===== config.mk =====
export PLATFORM = sky130hd
export DESIGN_NAME = kmeans_centroid_update_k2_d4
export DESIGN_NICKNAME = d
export VERILOG_FILES = /design/src/rtl/kmeans_centroid_update_k2_d4.sv
export SDC_FILE = /design/constraint.sdc
export NUM_CORES = 2
export LEC_CHECK = 0
export ABC_AREA = 1
export BUFFER_PORTS_ARGS = -buffer_cell sky130_fd_sc_hd__buf_4
export CAP_MARGIN = 25
export CORE_MARGIN = 1.5
export CORE_UTILIZATION = 45
export CTS_BUF_LIST = sky130_fd_sc_hd__clkbuf_8
export DETAILED_ROUTE_END_ITERATION = 6
export GPL_TIMING_DRIVEN = 0
export PLACE_DENSITY = 0.68
export SYNTH_ARGS = -nofsm -noshare
export SYNTH_HDL_FRONTEND = slang
export SYNTH_SLANG_ARGS = --single-unit

===== constraint.sdc =====
create_clock -name clk -period 27.7 [get_ports clk]
set_clock_uncertainty 0.2 [all_clocks]
set_input_delay 5.54 -clock clk [delete_from_list [all_inputs] [get_ports clk]]
set_output_delay 5.54 -clock clk [all_outputs]
set_load 0.05 [all_outputs]

===== src/rtl/kmeans_centroid_update_k2_d4.sv =====
`default_nettype none
// ============================================================================
//  Module      : kmeans_centroid_update_k2_d4
//  Description : Centroid update stage for k=2, d=4 k-means. Accumulates the
//                classified point stream into per-centroid coordinate sums
//                and point counts over one epoch. It then divides each sum by
//                its count with a shared restoring divider and publishes all
//                eight new coordinates at once.
//  Ports       : clk, rst                  clock / async active-high reset
//                init_*_i                  centroid preload (IDLE only)
//                start_i                   open an epoch (IDLE -> ACC)
//                in_valid_i / in_ready_o   point stream handshake
//                input_data0..3_i          point coordinates
//                selected_centroid_i       cluster of the point
//                last_i                    final point of the epoch
//                busy_o, done_o            status / publish pulse
//                overflow_o                sticky: a point was dropped
//                centroid{0,1}_d{0..3}_o   current centroids
//  Revision    : 1.0 - initial release
// ============================================================================
module kmeans_centroid_update_k2_d4 #(
  parameter int INPUT_DATA_WIDTH = 16,
  parameter int COUNT_WIDTH      = 16
) (
  input  logic                        clk,
  input  logic                        rst,
  input  logic                        init_we_i,
  input  logic                        init_idx_i,
  input  logic [1:0]                  init_dim_i,
  input  logic [INPUT_DATA_WIDTH-1:0] init_data_i,
  input  logic                        start_i,
  input  logic                        in_valid_i,
  output logic                        in_ready_o,
  input  logic [INPUT_DATA_WIDTH-1:0] input_data0_i,
  input  logic [INPUT_DATA_WIDTH-1:0] input_data1_i,
  input  logic [INPUT_DATA_WIDTH-1:0] input_data2_i,
  input  logic [INPUT_DATA_WIDTH-1:0] input_data3_i,
  input  logic                        selected_centroid_i,
  input  logic                        last_i,
  output logic                        busy_o,
  output logic                        done_o,
  output logic                        overflow_o,
  output logic [INPUT_DATA_WIDTH-1:0] centroid0_d0_o,
  output logic [INPUT_DATA_WIDTH-1:0] centroid0_d1_o,
  output logic [INPUT_DATA_WIDTH-1:0] centroid0_d2_o,
  output logic [INPUT_DATA_WIDTH-1:0] centroid0_d3_o,
  output logic [INPUT_DATA_WIDTH-1:0] centroid1_d0_o,
  output logic [INPUT_DATA_WIDTH-1:0] centroid1_d1_o,
  output logic [INPUT_DATA_WIDTH-1:0] centroid1_d2_o,
  output logic [INPUT_DATA_WIDTH-1:0] centroid1_d3_o
);

  localparam int IW  = INPUT_DATA_WIDTH;
  localparam int CW  = COUNT_WIDTH;
  localparam int SW  = IW + CW;
  localparam int ITW = $clog2(SW + 1);
  localparam logic [ITW-1:0] IT_LAST = ITW'(SW);

  typedef enum logic [1:0] {
    ST_IDLE = 2'd0,
    ST_ACC  = 2'd1,
    ST_DIV  = 2'd2,
    ST_DONE = 2'd3
  } state_e;

  state_e          state_q;
  logic [SW-1:0]   sum_q    [2][4];
  logic [CW-1:0]   cnt_q    [2];
  logic [IW-1:0]   cent_q   [2][4];
  logic [IW-1:0]   shadow_q [2][4];
  logic            overflow_q;

  // Divider datapath: slot_q selects {k, d}; it_q = 0 is the load cycle,
  // it_q = 1..SW are the quotient-bit iterations.
  logic [2:0]      slot_q;
  logic [ITW-1:0]  it_q;
  logic [SW-1:0]   dvd_q;
  logic [CW-1:0]   dvs_q;
  logic [CW-1:0]   rem_q;
  logic [IW-1:0]   quo_q;

  logic [IW-1:0]   pt [4];
  assign pt[0] = input_data0_i;
  assign pt[1] = input_data1_i;
  assign pt[2] = input_data2_i;
  assign pt[3] = input_data3_i;

  logic            slot_k;
  logic [1:0]      slot_dim;
  logic [CW:0]     trial_d;
  logic [CW:0]     diff_d;
  logic            ge_d;
  logic [CW-1:0]   rem_d;
  logic [IW-1:0]   quo_d;
  logic [IW-1:0]   result_d;

  always_comb begin
    slot_k   = slot_q[2];
    slot_dim = slot_q[1:0];
    // Shift the next dividend bit into the partial remainder and try to
    // subtract the divisor; no borrow means the quotient bit is 1.
    trial_d  = {rem_q, dvd_q[SW-1]};
    diff_d   = trial_d - {1'b0, dvs_q};
    ge_d     = ~diff_d[CW];
    rem_d    = ge_d ? diff_d[CW-1:0] : trial_d[CW-1:0];
    // Only the low IW quotient bits are kept; the mean of IW-bit values
    // never needs more, so bits shifted past the top are always zero.
    quo_d    = {quo_q[IW-2:0], ge_d};
    // An empty cluster keeps its previous centroid.
    result_d = (dvs_q == '0) ? cent_q[slot_k][slot_dim] : quo_d;
  end

  always_ff @(posedge clk or posedge rst) begin
    if (rst) begin
      state_q    <= ST_IDLE;
      overflow_q <= 1'b0;
      slot_q     <= '0;
      it_q       <= '0;
      dvd_q      <= '0;
      dvs_q      <= '0;
      rem_q      <= '0;
      quo_q      <= '0;
      for (int k = 0; k < 2; k++) begin
        cnt_q[k] <= '0;
        for (int d = 0; d < 4; d++) begin
          sum_q[k][d]    <= '0;
          cent_q[k][d]   <= '0;
          shadow_q[k][d] <= '0;
        end
      end
    end else begin
      case (state_q)
        ST_IDLE: begin
          if (init_we_i) begin
            cent_q[init_idx_i][init_dim_i] <= init_data_i;
          end
          if (start_i) begin
            overflow_q <= 1'b0;
            for (int k = 0; k < 2; k++) begin
              cnt_q[k] <= '0;
              for (int d = 0; d < 4; d++) begin
                sum_q[k][d] <= '0;
              end
            end
            state_q <= ST_ACC;
          end
        end

        ST_ACC: begin
          // in_ready is high throughout ACC, so in_valid alone is the handshake.
          if (in_valid_i) begin
            if (cnt_q[selected_centroid_i] == '1) begin
              overflow_q <= 1'b1;
            end else begin
              cnt_q[selected_centroid_i] <= cnt_q[selected_centroid_i] + CW'(1);
              for (int d = 0; d < 4; d++) begin
                sum_q[selected_centroid_i][d] <= sum_q[selected_centroid_i][d] + SW'(pt[d]);
              end
            end
            if (last_i) begin
              slot_q  <= '0;
              it_q    <= '0;
              state_q <= ST_DIV;
            end
          end
        end

        ST_DIV: begin
          if (it_q == '0) begin
            dvd_q <= sum_q[slot_k][slot_dim];
            dvs_q <= cnt_q[slot_k];
            rem_q <= '0;
            quo_q <= '0;
            it_q  <= it_q + ITW'(1);
          end else begin
            dvd_q <= dvd_q << 1;
            rem_q <= rem_d;
            quo_q <= quo_d;
            if (it_q == IT_LAST) begin
              shadow_q[slot_k][slot_dim] <= result_d;
              it_q <= '0;
              if (slot_q == 3'd7) begin
                // Publish all shadows together; slot 7 is still being
                // written this edge, so it is taken from the divider directly.
                for (int k = 0; k < 2; k++) begin
                  for (int d = 0; d < 4; d++) begin
                    cent_q[k][d] <= shadow_q[k][d];
                  end
                end
                cent_q[1][3] <= result_d;
                state_q      <= ST_DONE;
              end else begin
                slot_q <= slot_q + 3'd1;
              end
            end else begin
              it_q <= it_q + ITW'(1);
            end
          end
        end

        ST_DONE: begin
          state_q <= ST_IDLE;
        end

        default: begin
          state_q <= ST_IDLE;
        end
      endcase
    end
  end

  // Status outputs are pure decodes of the state register.
  assign in_ready_o = (state_q == ST_ACC);
  assign busy_o     = (state_q != ST_IDLE);
  assign done_o     = (state_q == ST_DONE);
  assign overflow_o = overflow_q;

  assign centroid0_d0_o = cent_q[0][0];
  assign centroid0_d1_o = cent_q[0][1];
  assign centroid0_d2_o = cent_q[0][2];
  assign centroid0_d3_o = cent_q[0][3];
  assign centroid1_d0_o = cent_q[1][0];
  assign centroid1_d1_o = cent_q[1][1];
  assign centroid1_d2_o = cent_q[1][2];
  assign centroid1_d3_o = cent_q[1][3];

endmodule
`default_nettype wire


==> results.toml <==
[global_routing]
grt.busiest_layer = "met2"
grt-ovfl-total = 0
met3_usage = 0.0652
met2_usage = 0.547
grt_pass1_vias = 36300
grt_pass1_wl_um = 225000
antenna_found_initial = 4
grt_usage = 0.352
grt_max_degree = 124
globalRouteMet1Util = 0.450

[drt]
wl_per_cell_um = 22.3
via_count = 38600
via_per_inst = 5.67
first_pass_iters = 7
drt-initial-drc-count = 4578
antenna_left = 0
drc = 0
wl_um = 151000

[cts]
numCtsBuffers = 112
cts_max_level = 3
tritoncts = "built"
cts_root_buf = "clkbuf_8"
post_cts.repair.setup_buffers = 0
clkTransAtPathRegs_ns = 0.06
cts_hold_buffers = 0
cts.sinks = 619
clk_latency_ns = 0.80
clockBufferDepth = 3
postCtsResizedCells = 0

[finish]
fillerInstances = 8248
final_area_sq_mm = 0.0427
fin_cells = 6801
multi_input_area_sq_mm = 0.0183
nets = 5842
seq_area_sq_mm = 0.0155
drive_above_1_share = 0.0885
syn_to_final_growth_pct = 14.2
fin_util = 0.520

[logic_synthesis]
synth_cells = 5314
yosysTopAreaCell = "dfrtp_1"
ys_seq_area_frac = 0.415
ys_types = 46
synthFlopType = "dfrtp_1"
synth_top_area_frac = 0.415
async_flop_share = 1.00
syn_nets = 5502
ys_ff_latch = 619
yosys-top-cells-count = "1836 x nand2_1, 738 x o21ai_0, 633 x inv_1"
synth-edff-count = 0
synth.most_common_cell = "nand2_1"
syn-cell-area_sq_mm = 0.0374
synth_warnings = 0
syn-mean-instance-area_sq_um = 7.03
synthTopCellsByArea = "dfrtp_1 41%, nand2_1 18%, o21ai_0 9.9%"

[floorplanning]
die-area_sq_mm = 0.0848
die_h_um = 291
fp.dieW_um = 291
initial_utilization = 0.455
ios = 222
core_area_sq_mm = 0.0821
fp-row-count = 105

[pwr]
power_leakage_uw = 0.0204
power_switching_share = 0.529
comb_power_share = 0.546
p_clk_frac = 0.182
seqPwrFrac = 0.272
p_sw_uw = 2530
power.ir.vdd_worst_v = 0.0000489
p_int_uw = 2260
power.density_mw_per_mm2 = 112

[timing]
tightest_slew_ns = 1.19
clock.fmax_mhz = 97.7
holdWs_ns = 0.277
hold_viol = 0
finalWorstSetupSlack_ns = 17.47
period_share = 0.369
min_period_ns = 10.23
slew_violations = 0
setup_viol = 0
rsz0062_at_grt = "false"
slew_headroom = 0.207

[placement]
gp_congestion = 1.01
pre_cts_slack_ns = 16.90
placed_area_sq_mm = 0.0405
dp_cells = 6610
portBuffers = 221
hpwl_um = 115000

[critical_path]
critPathKind = "in -> reg"
path_max_fanout = 10
critPathArrivalTime_ns = 10.68
critPathCaptureType = "register"
cp.required_ns = 28.15
cp-start-kind = "primary input"

[min_path]
hold_class = "reg -> reg"

[outcome]
status = "complete, no violations"

[run]
maxCapViolations = 0
layout by cell type (no fill, tap or decap), types with 4 or more instances in the layout:
cell,count
nand2_1,1836
o21ai_0,738
inv_1,668
dfrtp_1,619
nand3_1,271
a21oi_1,253
buf_4,230
nor2_1,179
clkbuf_1,174
clkbuf_8,131
ha_1,93
o211ai_1,63
o22ai_1,59
xor2_1,48
buf_2,45
xnor2_1,36
o221ai_1,28
o21ai_1,24
o21ai_2,22
buf_1,19
nand3b_1,17
nand4_1,16
o21a_1,16
a21boi_0,15
nor3_1,14
buf_6,13
o21bai_1,10
clkinv_2,10
or2_2,9
nor2_2,8
nor4_1,7
inv_8,5
fa_1,5
buf_16,5
diode_2,4
nand3_2,4
nand2_2,4
worst paths after layout:
check / start / end / slack [ns] / depth (start not counted)
max in group asynchronous: rst / sum_q[235] / 20.15 / 6
min reg2reg: sum_q[206] / sum_q[206] / 0.28 / 2
max reg2reg: slot_q[2] / shadow_q[77] / 23.26 / 11
min in group asynchronous: rst / rem_q[10] / 4.68 / 2
max: selected_centroid_i / sum_q[88] / 17.47 / 21
min: sum_q[206] / sum_q[206] / 0.28 / 2
metal layers:
| metal | share of wire | up-vias |
|---|---|---|
| met5 | 0.00018 | - |
| met4 | 0.075 | 4 |
| met3 | 0.093 | 521 |
| met2 | 0.44 | 2140 |
| met1 | 0.39 | 18100 |
| li1 | - | 17800 |
registers in the layout, indices dropped and copies added, names as in the netlist, 32 cells and up:
name / count
cnt_q: 32
dvd_q: 32
shadow_q: 112
sum_q: 256
through the flow:
stage	setup TNS [ns]	total power, uW
6_report	0	4790
4_1_cts	0	4720
2_1_floorplan	0	2860
3_5_place_dp	0	3850
3_3_place_gp	-1690.98	3830
5_1_grt	0	5020
layout make-up:
type / count / area share
Tap cell: 1070 / 0.0314
Clock inverter: 56 / 0.00856
Inverter: 638 / 0.0563
Multi-Input combinational cell: 3794 / 0.428
Buffer: 263 / 0.0282
Sequential cell: 619 / 0.363
Clock buffer: 131 / 0.0422
Timing Repair Buffer: 226 / 0.0421
Antenna cell: 4 / 0.000234
cells by family (layout without fill, tap and decap cells):
logic type	after synthesis	count (layout)	synth area share
adder cells (fa/ha/maj)	98	98	0.0338
flip-flops	619	619	0.415
other	0	4	0
XOR/XNOR	84	84	0.0197
buffers and inverters	901	1314	0.0963
AND/OR/NAND/NOR	2381	2381	0.257
AO/OA/AOI/OAI	1231	1231	0.179
worst max-delay path: stages:
cell and delay, ns:
buf_4 0.14, inv_1 0.18, buf_2 0.35, clkbuf_1 0.77
clkbuf_1 0.60, clkbuf_1 0.75, nand2_1 0.10, o21ai_0 0.12
ha_1 0.21, inv_1 0.06, fa_1 0.47, o21bai_1 0.38
nand2_1 0.09, nand2_1 0.20, nand2_1 0.07, nand2_1 0.27
nand2_1 0.08, nand2_1 0.07, nand2_1 0.07, nand2_1 0.07
nand2_1 0.05
power groups by stage:
| stage | Sequential, uW | Combinational, uW | Clock, uW |
|---|---|---|---|
| 2_1_floorplan | 1520 | 1340 | 0 |
| 3_3_place_gp | 1310 | 2520 | 0 |
| 3_5_place_dp | 1310 | 2540 | 0 |
| 5_1_grt | 1320 | 2780 | 914 |
| 6_report | 1310 | 2620 | 872 |
| 4_1_cts | 1300 | 2550 | 877 |
(Power assumes the default switching activity.)
